===== src/rtl/stack_reverser.sv =====
// Reverses a word stream through an external LIFO stack: each accepted word is
// pushed, then the whole frame is popped back out on in_last or when the stack fills.
module stack_reverser #(
  parameter int ADDR_BITS = 3,
  parameter int WORD_BITS = 8
) (
  input  logic                 in_clk,
  input  logic                 in_rst,
  input  logic [WORD_BITS-1:0] in_data,
  input  logic                 in_valid,
  input  logic                 in_last,
  output logic                 out_ready,
  output logic [WORD_BITS-1:0] out_data,
  output logic                 out_valid,
  output logic                 out_last,
  input  logic                 in_ready,
  output logic [1:0]           out_stack_cmd,
  output logic [WORD_BITS-1:0] out_stack_data,
  input  logic [WORD_BITS-1:0] in_stack_top,
  input  logic                 in_stack_ready
);

  localparam int            CW    = ADDR_BITS + 1;
  localparam logic [CW-1:0] DEPTH = CW'(1 << ADDR_BITS);
  localparam logic [CW-1:0] ONE   = CW'(1);

  localparam logic [1:0] CMD_NOP  = 2'b00;
  localparam logic [1:0] CMD_PUSH = 2'b01;
  localparam logic [1:0] CMD_POP  = 2'b10;

  typedef enum logic [2:0] {
    ST_COLLECT,
    ST_ISSUE_PUSH,
    ST_PUSH_WAIT,
    ST_EMIT,
    ST_ISSUE_POP,
    ST_POP_WAIT
  } state_t;

  state_t               r_state;
  logic [CW-1:0]        r_count;
  logic [WORD_BITS-1:0] r_data;
  logic                 r_last_flag;
  logic [1:0]           r_cmd;
  logic                 r_valid;
  logic                 r_out_last;
  logic                 r_ready;

  logic          w_accept;
  logic [CW-1:0] w_count_inc;
  logic [CW-1:0] w_count_dec;

  assign w_accept    = in_valid & r_ready;
  assign w_count_inc = r_count + ONE;
  assign w_count_dec = r_count - ONE;

  // Outputs are registered alongside the state they belong to, so the stack
  // command never sees in_stack_ready through a combinational path.
  always_ff @(posedge in_clk or posedge in_rst) begin
    if (in_rst) begin
      r_state     <= ST_COLLECT;
      r_count     <= '0;
      r_data      <= '0;
      r_last_flag <= 1'b0;
      r_cmd       <= CMD_NOP;
      r_valid     <= 1'b0;
      r_out_last  <= 1'b0;
      r_ready     <= 1'b0;
    end else begin
      r_cmd      <= CMD_NOP;
      r_valid    <= 1'b0;
      r_out_last <= 1'b0;
      r_ready    <= 1'b0;
      case (r_state)
        ST_COLLECT: begin
          if (w_accept) begin
            r_data      <= in_data;
            r_last_flag <= in_last;
            r_count     <= w_count_inc;
            r_cmd       <= CMD_PUSH;
            r_state     <= ST_ISSUE_PUSH;
          end else begin
            r_ready <= (r_count < DEPTH);
          end
        end
        ST_ISSUE_PUSH: r_state <= ST_PUSH_WAIT;
        ST_PUSH_WAIT: begin
          if (in_stack_ready) begin
            if (r_last_flag || (r_count == DEPTH)) begin
              r_valid    <= 1'b1;
              r_out_last <= (r_count == ONE);
              r_state    <= ST_EMIT;
            end else begin
              r_ready <= (r_count < DEPTH);
              r_state <= ST_COLLECT;
            end
          end
        end
        ST_EMIT: begin
          if (in_ready) begin
            r_count <= w_count_dec;
            r_cmd   <= CMD_POP;
            r_state <= ST_ISSUE_POP;
          end else begin
            r_valid    <= 1'b1;
            r_out_last <= (r_count == ONE);
          end
        end
        ST_ISSUE_POP: r_state <= ST_POP_WAIT;
        ST_POP_WAIT: begin
          if (in_stack_ready) begin
            if (r_count == '0) begin
              r_ready <= 1'b1;
              r_state <= ST_COLLECT;
            end else begin
              r_valid    <= 1'b1;
              r_out_last <= (r_count == ONE);
              r_state    <= ST_EMIT;
            end
          end
        end
        default: r_state <= ST_COLLECT;
      endcase
    end
  end

  assign out_ready      = r_ready;
  assign out_valid      = r_valid;
  assign out_last       = r_out_last;
  assign out_stack_cmd  = r_cmd;
  assign out_stack_data = r_data;
  // The stack is idle while emitting, so its top word is stable downstream data.
  assign out_data       = r_valid ? in_stack_top : '0;

endmodule


===== config.mk =====
export PLATFORM = sky130hd
export DESIGN_NAME = stack_reverser
export DESIGN_NICKNAME = d
export VERILOG_FILES = /design/src/rtl/stack_reverser.sv
export SDC_FILE = /design/constraint.sdc
export NUM_CORES = 1
export LEC_CHECK = 0
export CAP_MARGIN = 20
export CORE_MARGIN = 5
export CORE_UTILIZATION = 43
export CTS_CLUSTER_DIAMETER = 30
export DETAILED_ROUTE_END_ITERATION = 16
export GPL_ROUTABILITY_DRIVEN = 0
export PLACE_DENSITY = 0.87
export SYNTH_ARGS = -nofsm -noshare
export SYNTH_HDL_FRONTEND = slang
export SYNTH_SLANG_ARGS = --single-unit

===== constraint.sdc =====
create_clock -name in_clk -period 1.65 [get_ports in_clk]
set_input_delay 0.33 -clock in_clk [delete_from_list [all_inputs] [get_ports in_clk]]
set_output_delay 0.33 -clock in_clk [all_outputs]
set_load 0.05 [all_outputs]

==> impl_metrics.yaml <==
logic_synthesis:
  synth_edf_count: 0
  syn_inst: 104
  yosysWarnings: 0
  syn_area_sq_um: 1110
  yosys.cell_types.count: 36
  ys_seq_area_share_pct: 47.5
  synth.avg_cell_area_sq_um: 10.6
  async_reset_ff_share_pct: 100
  synth_ff_type: "dfrtp_1"
  yosys_register_bits: 21
  syn_nets: 129
critical_path:
  criticalPathCategory: "flip-flop to flip-flop"
  slowest_stage: "dfrtp_1"
  startpoint_type: "flip-flop"
  path_buf_inv: 1
  cp_max_fo: 11
  required_ps: 1840
  worst_ep_arrival_time_ps: 1740
  path_cells: "nor4_2 > buf_4 > mux2_2"
  cpPeakStageDelay_ps: 520
  critical-path-top-delay-family: "flip-flops"
  cp-end-kind: "flip-flop"
place:
  numPortBuffers: 42
  placed_area_sq_um: 1650
  pre_cts_ws_ps: -128
  dp.cells: 179
  dp.final_hpwl_um: 2150
route:
  viasPerCell: 5.11
  vias: 936
  wl_per_cell_um: 14.6
  drc: 0
  dr.pass1.iters: 4
  first_iter_violations: 27
  ant_nets: 0
  wirelength_um: 2670
cts:
  clk_latency_ps: 310
  post_cts_buffers: 0
  cts.sinks: 21
  clkTransAtPathRegs_ps: 120
  cts_buffer_depth: 2
  root_buffer: "clkbuf_4"
  cts_max_level: 1
  postCtsHoldBufs: 0
  cts_tree: "done"
  cts_made_buffers: 3
outcome:
  status: "finished, final reports clean"
power_and_ir_drop:
  powerDensity_nw_per_um2: 1860
  vdd_drop_max_mv: 1.38
  leakage_nw: 0.742
floorplanning:
  dieArea_sq_um: 3690
  die_width_um: 60.7
  initial_core_util_pct: 44.7
  core_sq_um: 2480
  ios: 43
  fp-row-count: 18
  die_h_um: 60.7
timing:
  setup_ws_ps: 102
  finalClockSkew_ps: 11.0
  hold_violations: 0
  final.min_clock_period_ps: 1550
  finalMaxSlewViolations: 0
  fin_setup_tns_ps: 0
  max-slew-margin-rel_pct: 75.2
  setup_viol: 0
  worstMarginPinSlew_ps: 363
  period_share_pct: 93.8
  fmax_mhz: 646
finish:
  syn_to_final_growth_pct: 51.8
  nets: 179
  fillCellCount: 196
  drive_above_1_share_pct: 30.7
  layout_common_cells: "clkdlybuf4s50_1, dfrtp_1, buf_4, nand2_1, buf_12"
  final_area_sq_um: 1680
  layoutNonFillerInstCount: 183
  utilization_pct: 67.8
  n_antenna_cell: 0
global_routing:
  grt_pass1_vias: 893
  antenna_found_initial: 0
  grt_pass1_wl_um: 4150
  overflow: 0
  grt_use_total_pct: 15.2
  grt_max_degree: 22
worst_hold_path:
  hp-class: "input port to asynchronous set/reset pin"
flow_run:
  maxCapViolCount: 0
## flip-flops by register name, summed over array words and instances (netlist names)
signal,flops
r_state,3
out_stack_cmd,2
out_stack_data,8
out_ready,1
r_count,4
out_valid,1
out_last,1
r_last_flag,1
## synthesized netlist by cell type (2+ instances only)
master	count	area [sq um]
mux2_2	8	90.1
nor2_1	5	18.8
o21ai_1	2	10.0
xnor2_1	4	35.0
nand2_1	9	33.8
buf_4	3	22.5
o22ai_1	3	18.8
o21ai_0	3	15.0
a21oi_1	4	20.0
and2_1	8	50.1
nor2b_1	2	12.5
ha_1	3	37.5
inv_1	6	22.5
o21a_1	2	15.0
dfrtp_1	21	526
## stage by stage
stage,power (mW),hold slack (ps)
2_1_floorplan,2.22,307
3_3_place_gp,2.82,494
3_5_place_dp,2.89,497
4_1_cts,3.14,342
5_1_grt,3.31,363
6_report,3.13,330
## cell type report
class	count	area, sq um	area share, %
inverters	7	26.3	1.56
multi-input cells	72	532	31.6
repair buffers	49	533	31.7
flip-flops and latches	21	526	31.3
well taps	30	37.5	2.23
clock buffers	4	26.3	1.56
## layer usage
| layer | routed length, um | vias to the layer above | share of wire, % | global-route usage, % |
|---|---|---|---|---|
| met1 | 1000 | 440 | 37 | 16.6 |
| met4 | 43 | 0 | 1.6 | 5.57 |
| met5 | 0 | - | 0 | 0 |
| met2 | 1420 | 33 | 53 | 28.7 |
| met3 | 209 | 7 | 7.8 | 3.19 |
| li1 | - | 456 | - | - |
## cells by family after synthesis
kind of cell               Yosys count  synth area share (%)
muxes                               10                  10.1
xor gates and xnor gates             4                  3.16
adders and majority gates            3                  3.39
buffers and inverters               11                  4.86
and+or+nand+nor                     35                  18.9
AOI/OAI and AO/OA                   20                  12.2
DFF                                 21                  47.5
## worst register-to-register path, cell delays in order (launching register included)
cell and delay [ps]:
dfrtp_1 520, nor4_2 340, buf_4 230, mux2_2 350
## power by group
group	switching [mW]	total, mW	internal, mW	leakage (nW)
Combinational	1.10	1.91	0.809	0.464
Sequential	0.239	0.977	0.738	0.263
Clock	0.155	0.250	0.0943	0.0150
## what timing repair did
item,in CTS,in global routing
gates resized for setup,0,1
endpoints found under the hold margin,0,0
setup endpoints to repair,0,3
## path summary, 6_finish.rpt
| path | start | end | slack [ps] | cells after the start |
|---|---|---|---|---|
| max | r_state[2]$_DFFE_PP0P_ | out_stack_data[5]$_DFFE_PP0P_ | 100 | 3 |
| min reg2reg | out_stack_data[7]$_DFFE_PP0P_ | out_stack_data[7]$_DFFE_PP0P_ | 520 | 1 |
| max reg2reg | r_state[2]$_DFFE_PP0P_ | out_stack_data[5]$_DFFE_PP0P_ | 100 | 3 |
| max in group asynchronous | in_rst | r_last_flag$_DFFE_PP0P_ | 1100 | 3 |
| min in group in_clk | out_stack_data[7]$_DFFE_PP0P_ | out_stack_data[7]$_DFFE_PP0P_ | 520 | 1 |
| min | in_rst | r_count[3]$_DFFE_PP0P_ | 330 | 3 |
(Power assumes the default switching activity.)
==> edit, RTL diff (same settings) <==
The 6 states of `state_t` get a one-hot encoding in 6 bits.
--- a/src/rtl/stack_reverser.sv
+++ b/src/rtl/stack_reverser.sv
@@ -28,13 +28,13 @@
   localparam logic [1:0] CMD_PUSH = 2'b01;
   localparam logic [1:0] CMD_POP  = 2'b10;
 
-  typedef enum logic [2:0] {
-    ST_COLLECT,
-    ST_ISSUE_PUSH,
-    ST_PUSH_WAIT,
-    ST_EMIT,
-    ST_ISSUE_POP,
-    ST_POP_WAIT
+  typedef enum logic [5:0] {
+    ST_COLLECT    = 6'b000001,
+    ST_ISSUE_PUSH = 6'b000010,
+    ST_PUSH_WAIT  = 6'b000100,
+    ST_EMIT       = 6'b001000,
+    ST_ISSUE_POP  = 6'b010000,
+    ST_POP_WAIT   = 6'b100000
   } state_t;
 
   state_t               r_state;
Behaviour: no difference found for any inputs over 10 cycles, from zero or initial values and one cycle with in_rst high; not proved beyond that.
==> edit against the original RTL <==
- the run now ends with setup timing left
- sequential cell count up 3
- die area rose by 11%
- via count increased by 34%
- setup slack worse by 180 ps
- wire length increased by 55%
- utilization increased by 8.9 points
- area after synthesis is 14% higher
- final area is 27% higher
- power grew 11%
- largest power group unchanged
==> edit: results <==
metrics = {
    "setup_path": {
        "crit_arrival_ps": 1990,
        "crit_path_top_delay_cell": "or4b_4",
        "path_delay_family": "simple AND/OR/NAND/NOR gates",
        "path_max_fanout": 7,
        "cpPeakStageDelay_ps": 530,
    },
    "place": {
        "pre_cts_ws_ps": -177,
        "dpl_cell_area_sq_um": 1910,
        "dp_hpwl_um": 2650,
    },
    "synth": {
        "ys_async_sr_fraction_pct": 100,
        "avgSynthCellArea_sq_um": 10.5,
        "synth.net_count": 145,
        "ys_seq_area_share_pct": 47.8,
        "synth.distinct_cells": 36,
        "synth_area_leaders": "dfrtp_1 (46%), mux2_2 (8.0%), and2_1 (4.0%), ha_1 (3.0%), xnor2_1 (2.8%)",
        "yosys_warnings": 0,
        "synth_common_cells": "dfrtp_1 (23), mux2_2 (9), and2_1 (8)",
    },
    "timing": {
        "fin_tns_setup_ps": -525,
        "slew_headroom_pct": 69.2,
        "setup_slack_ps": -77.5,
        "finalClockSkew_ps": 11.9,
        "setup_viol": 14,
    },
    "drt": {
        "routed_wl_um": 4150,
        "vias": 1253,
        "wire_per_inst_um": 19.4,
        "dr.pass1.iters": 4,
        "drt-initial-drc-count": 29,
    },
    "outcome": {
        "outcome": "complete, but fails checks",
        "failed_checks": "setup timing",
    },
    "min_path": {
        "worstHoldPathType": "in2async",
    },
    "global_routing": {
        "grt_pass1_wl_um": 6670,
        "groute.usage.overall_pct": 20.6,
        "antenna_found_initial": 0,
        "grt_max_degree": 25,
    },
    "clock_tree": {
        "htreeDepth": 1,
        "path_clk_slew_ps": 150,
        "post_cts.resized_instances": 17,
        "clk_latency_ps": 330,
        "clockBufferDepth": 2,
        "numCtsBuffers": 3,
        "clock-root-buffer": "clkbuf_4",
        "cts_setup_buffers": 2,
    },
    "power_and_ir_drop": {
        "vdd_ir_drop_max_v": 0.00145,
        "cellLeakagePower_uw": 0.000978,
    },
    "cells_and_area": {
        "multi_input_area_sq_um": 776,
        "drive_above_1_share_pct": 42.1,
        "fill_cells": 173,
        "largest_reg_flops": 8,
        "diodes": 0,
        "layout.nets": 209,
    },
}
edit: cell count changes after synthesis, sizes merged, moves of 3 or more:
| cell | unedited run | this run |
|---|---|---|
| o22ai | 3 | 0 |
| o21ai | 5 | 1 |
| and3 | 0 | 5 |
| nand3 | 1 | 4 |
| nor2 | 5 | 8 |
| nor4b | 0 | 3 |
edit: cells by family (layout without fill, tap and decap cells):
group           after synthesis  count (layout)  synth area share, %
compound gates               15              15                 8.34
buf+inv                      10              72                 3.28
xor+xnor                      6               6                 4.17
fa+ha+maj                     3               3                 2.98
mux                          11              11                 9.63
simple gates                 51              52                 23.8
flops                        24              24                 47.8
edit: worst min-delay path: stages:
cell             delay [ps]
clkdlybuf4s50_1         390
inv_1                    50
buf_4                   290
edit: routing by layer:
layer  global-route usage (%)  wire, um  share of wire (%)
met1                     23.3      1500                 36
met2                     35.7      2200                 53
met3                     4.73       254                6.1
met4                     11.5       195                4.7
met5                        0         0                  0
edit: where the power goes:
group	switching [uW]	internal (uW)	total, uW
clock network	193	246	438
logic	1150	911	2060
registers	167	802	969
total	1500	1960	3460
edit: final timing paths:
check	start	end	slack, ps	cells after the start
max	r_state[4]	r_count[3]	-80	4
min	in_rst	out_stack_data[1]	320	3
max reg2reg	r_state[4]	r_count[3]	-80	4
min reg2reg	out_stack_data[3]	out_stack_data[3]	530	1
max in group asynchronous	in_rst	r_state[0]	1030	3
min in group in_clk	out_stack_data[3]	out_stack_data[3]	530	1
edit: cell type report:
type                            instances  area share, %
Multi-Input combinational cell         87           36.3
Sequential cell                        24           28.3
Tap cell                               31           1.82
Clock buffer                            3           1.06
Inverter                                5          0.879
Timing Repair Buffer                   63           30.2
Clock inverter                          1           1.41
